File: src/rtl/alu_mux_pkg.sv
// Shared types for the 3:1 x 2-bit ALU operand mux and its upstream sequencer.
package alu_mux_pkg;
  localparam int N_SRC = 3;
  localparam int W     = 2;

  typedef logic [1:0] src_idx_t;

  typedef struct packed {
    logic [W-1:0] data;
    src_idx_t     src;
  } out_word_t;

  // Source index increment with wrap 2 -> 0; encoding 3 is never produced.
  function automatic src_idx_t next_idx(input src_idx_t i);
    return (i >= src_idx_t'(N_SRC - 1)) ? '0 : i + 2'd1;
  endfunction
endpackage

File: src/rtl/alu_mux3.sv
// Generated 3:1 x W-bit operand mux: one bit-slice instance per data bit.
module alu_mux3_bit
  import alu_mux_pkg::*;
(
  input  logic [N_SRC-1:0] d,
  input  src_idx_t         sel,
  output logic             y
);
  always_comb begin
    y = 1'b0;
    case (sel)
      2'd0:    y = d[0];
      2'd1:    y = d[1];
      2'd2:    y = d[2];
      default: y = 1'b0;
    endcase
  end
endmodule

module alu_mux3
  import alu_mux_pkg::*;
(
  input  logic [N_SRC*W-1:0] in_data,
  input  src_idx_t           sel,
  output logic [W-1:0]       out_data
);
  logic [W-1:0][N_SRC-1:0] lane_d;

  for (genvar b = 0; b < W; b++) begin : g_bit
    for (genvar s = 0; s < N_SRC; s++) begin : g_src
      assign lane_d[b][s] = in_data[s*W + b];
    end
    alu_mux3_bit u_bit (
      .d   (lane_d[b]),
      .sel (sel),
      .y   (out_data[b])
    );
  end
endmodule

File: src/rtl/rr_grant3.sv
// Combinational 3-way round-robin pick: search starts one past the last winner.
module rr_grant3
  import alu_mux_pkg::*;
(
  input  logic [N_SRC-1:0] req,
  input  src_idx_t         ptr,
  output logic             gnt_vld,
  output src_idx_t         idx
);
  src_idx_t ord0, ord1, ord2;

  always_comb begin
    ord0    = next_idx(ptr);
    ord1    = next_idx(ord0);
    ord2    = next_idx(ord1);
    gnt_vld = 1'b0;
    idx     = '0;
    // Evaluate lowest priority first so the highest-priority hit wins last.
    if (req[ord2]) begin gnt_vld = 1'b1; idx = ord2; end
    if (req[ord1]) begin gnt_vld = 1'b1; idx = ord1; end
    if (req[ord0]) begin gnt_vld = 1'b1; idx = ord0; end
  end
endmodule

File: src/rtl/rr_mux3_sequencer.sv
// Round-robin arbiter over 3 valid/ready sources feeding a 1-deep registered
// output stage; sel drives the shared 3:1 operand mux.
module rr_mux3_sequencer
  import alu_mux_pkg::*;
(
  input  logic               clk,
  input  logic               rst_n,
  input  logic [N_SRC-1:0]   in_valid,
  input  logic [N_SRC*W-1:0] in_data,
  output logic [N_SRC-1:0]   in_ready,
  output logic [1:0]         sel,
  output logic               out_valid,
  output logic [W-1:0]       out_data,
  output logic [1:0]         out_src,
  input  logic               out_ready
);
  src_idx_t     ptr;
  src_idx_t     gnt_idx;
  logic         gnt_vld;
  logic         can_accept;
  logic         fire;
  logic [W-1:0] mux_data;
  out_word_t    out_q;

  rr_grant3 u_grant (
    .req     (in_valid),
    .ptr     (ptr),
    .gnt_vld (gnt_vld),
    .idx     (gnt_idx)
  );

  alu_mux3 u_mux (
    .in_data  (in_data),
    .sel      (gnt_idx),
    .out_data (mux_data)
  );

  // sel depends only on in_valid and ptr, never on out_ready.
  assign sel        = gnt_idx;
  assign can_accept = !out_valid || out_ready;
  assign in_ready   = (can_accept && gnt_vld) ? (N_SRC'(1) << gnt_idx) : '0;
  assign fire       = |in_ready;

  always_ff @(posedge clk or negedge rst_n) begin
    if (!rst_n) begin
      out_valid <= 1'b0;
      out_q     <= '0;
      ptr       <= src_idx_t'(N_SRC - 1);
    end else if (fire) begin
      out_valid  <= 1'b1;
      out_q.data <= mux_data;
      out_q.src  <= gnt_idx;
      ptr        <= gnt_idx;
    end else if (out_ready) begin
      out_valid <= 1'b0;
    end
  end

  assign out_data = out_q.data;
  assign out_src  = out_q.src;
endmodule

File: config.mk
export PLATFORM = sky130hd
export DESIGN_NAME = rr_mux3_sequencer
export DESIGN_NICKNAME = d
export VERILOG_FILES = /design/src/rtl/alu_mux_pkg.sv /design/src/rtl/alu_mux3.sv /design/src/rtl/rr_grant3.sv /design/src/rtl/rr_mux3_sequencer.sv
export SDC_FILE = /design/constraint.sdc
export NUM_CORES = 1
export LEC_CHECK = 0
export ABC_AREA = 1
export BUFFER_PORTS_ARGS = -buffer_cell sky130_fd_sc_hd__buf_2
export CAP_MARGIN = 5
export CORE_AREA = 4 4 41 43
export DETAILED_ROUTE_END_ITERATION = 12
export DIE_AREA = 0 0 45 47
export GPL_TIMING_DRIVEN = 0
export PLACE_DENSITY = 0.7
export SYNTH_ARGS = -nofsm -noshare
export SYNTH_HDL_FRONTEND = slang
export SYNTH_SLANG_ARGS = --single-unit
File: constraint.sdc
create_clock -name clk -period 1.9 [get_ports clk]
set_input_delay 0.095 -clock clk [delete_from_list [all_inputs] [get_ports clk]]
set_output_delay 0.095 -clock clk [all_outputs]
set_load 0.03 [all_outputs]
==> results.json <==
{
  "first_pass_iters": 4,
  "cts_buffer_depth": 2,
  "die_w_um": 45,
  "syn_area_um2": 450,
  "vias": 523,
  "yosysSeqAreaShare_pct": 33.6,
  "die_area_mm2": 0.00212,
  "hold_violations": 0,
  "path_clk_slew_ps": 50,
  "routed_wl_mm": 1.18,
  "synth_cell_type_count": 18,
  "synthTopCellsByArea": "dfrtp_1 28%, nand2_1 24%, inv_1 7.5%, dfstp_2 5.8%, nand3_2 4.4%",
  "path_class": "reg -> out",
  "ant_nets": 0,
  "relSlewSlack_pct": 85.1,
  "tightestPinTransition_ps": 223,
  "wl_per_cell_um": 9.97,
  "cts_buffers": 3,
  "drv_slew": 0,
  "timing.hold.worst.class": "in -> reg",
  "ios": 22,
  "synth.avg_cell_area_um2": 6.43,
  "grt_pass1_vias": 465,
  "hpwl_um": 870,
  "yosys.area.top_type_share_pct": 27.8,
  "min_period_over_period_pct": 96.1,
  "diodes": 0,
  "ys_seq_elements": 6,
  "grt_pass1_wl_mm": 1.88,
  "antenna_found_initial": 0,
  "final_area_um2": 686,
  "worstSetupStartpointType": "flip-flop",
  "path_max_fanout": 5,
  "ir_worst_vdd_v": 0.000777,
  "fin_worst_skew_ps": 4.79,
  "syn_inst": 70,
  "critPathCaptureType": "output port",
  "worstPathRequired_ps": 1800,
  "arrival_ps": 1730,
  "drtIter0Drc": 6,
  "place_congestion": 0.773,
  "clkSinkCount": 6,
  "fin_nets": 116,
  "setup_viol": 0,
  "drv_cap": 0,
  "worstSkewPairLatency_ps": 240,
  "areaGrowthSynthToFinish_pct": 52.2,
  "port_buffers": 21,
  "cts_root_buffer": "clkbuf_4",
  "rsz0062_at_grt": "true",
  "placementRows": 13,
  "power_density_mw_per_mm2": 1910,
  "drive_above_1_share_pct": 45.6,
  "overflow": 0,
  "dpl_cell_area_um2": 574,
  "grt_use_total_pct": 12.4,
  "initial_core_util_pct": 34.6,
  "period_needed_ps": 1830,
  "ys_warn_count": 0,
  "status": "finished, final reports clean",
  "power_mw": 1.31,
  "timing.fmax_mhz": 548,
  "core_mm2": 0.00130,
  "cts_max_level": 1,
  "yosys.area.top_type": "dfrtp_1",
  "viasPerCell": 4.43,
  "setup_tns_ps": 0,
  "leakage_nw": 0.404,
  "drc": 0,
  "die_h_um": 47,
  "grt_max_degree": 8,
  "cts_tree": "built",
  "syn_nets": 82
}
cell usage in the layout, fill, tap and decap left out, drive strengths merged:
| cell type | n |
|---|---|
| inv | 11 |
| dlygate4sd3 | 1 |
| clkbuf | 4 |
| a21oi | 2 |
| dfstp | 1 |
| o211ai | 1 |
| nand2 | 32 |
| dfrtp | 5 |
| buf | 29 |
| nor2 | 7 |
| nor3 | 1 |
| nand3 | 5 |
| o21ai | 4 |
sequential cells by signal, summed over array words and instances, names as in the netlist:
signal and cells:
out_data 2, ptr 2, out_src 1, out_valid 1
critical path, stage by stage, from the launching register on:
cell,delay [ps]
dfstp_2,580
inv_2,80
nand3_1,90
nand2_1,80
a21oi_2,120
nand3_2,90
o21ai_4,110
buf_4,150
nor2_1,30
buf_4,160
final cells by class:
cell class,count,area (um^2)
fill,138,616
multi-input combinational,52,262
timing repair buffer,29,175
sequential,6,153
inverter,11,43.8
clock buffer,4,26.3
tap,15,18.8
buffer,1,7.51
synth_stat cells (all sizes together):
cell type / instances
inv: 11
nor3: 1
buf: 1
nor2: 7
nand2: 32
dfstp: 1
dfrtp: 5
o211ai: 1
o21ai: 4
a21oi: 2
nand3: 5
where the power goes:
part           switching [mW]  internal [mW]
Clock                  0.0481         0.0797
Sequential             0.0549          0.196
Combinational           0.584          0.350
logic make-up (layout without fill, tap and decap cells):
logic type / count (synthesis) / after routing / synth area share, %
compound gates: 7 / 7 / 10.8
simple gates: 45 / 45 / 44.2
flops: 6 / 6 / 33.6
buf+inv: 12 / 45 / 11.4
metrics by stage:
step	setup slack (ps)	util [%]	cells	hold slack, ps
finish	74.3	52.7	118	90.0
global route	-43.3	52.7	118	114
CTS	9.49	48.7	114	89.3
detailed placement	248	44.1	106	-73.1
global placement	252	44.1	106	-76.8
floorplan	66.2	-	70	-201
routing by layer:
layer  vias up  share of wire [%]  global-route usage (%)
li1        281                  -                       -
met1       230                 41                    15.0
met2        10                 53                    19.5
met3         2                5.6                    3.07
met4         0               0.43                    8.19
met5         -                  0                       0
final timing paths:
path	start	to	slack, ps	cells past startpoint
min	out_ready	out_valid$_DFFE_PN0P_	90	2
max	ptr[1]$_DFFE_PN1P_	in_ready[1]	70	9
min reg2reg	out_data[1]$_DFFE_PN0P_	out_data[1]$_DFFE_PN0P_	480	2
max in group asynchronous	rst_n	ptr[1]$_DFFE_PN1P_	1480	2
min in group asynchronous	rst_n	out_data[0]$_DFFE_PN0P_	190	2
max reg2reg	ptr[1]$_DFFE_PN1P_	ptr[0]$_DFFE_PN0P_	310	10
repair_timing:
action	CTS	global route
endpoints found under the hold margin	6	0
endpoints found under the setup margin	1	3
pin swaps	0	1
buffers inserted	3	4
hold buffers	1	0
resized for setup	0	10
Note: power is estimated with default switching activity, not from simulation.
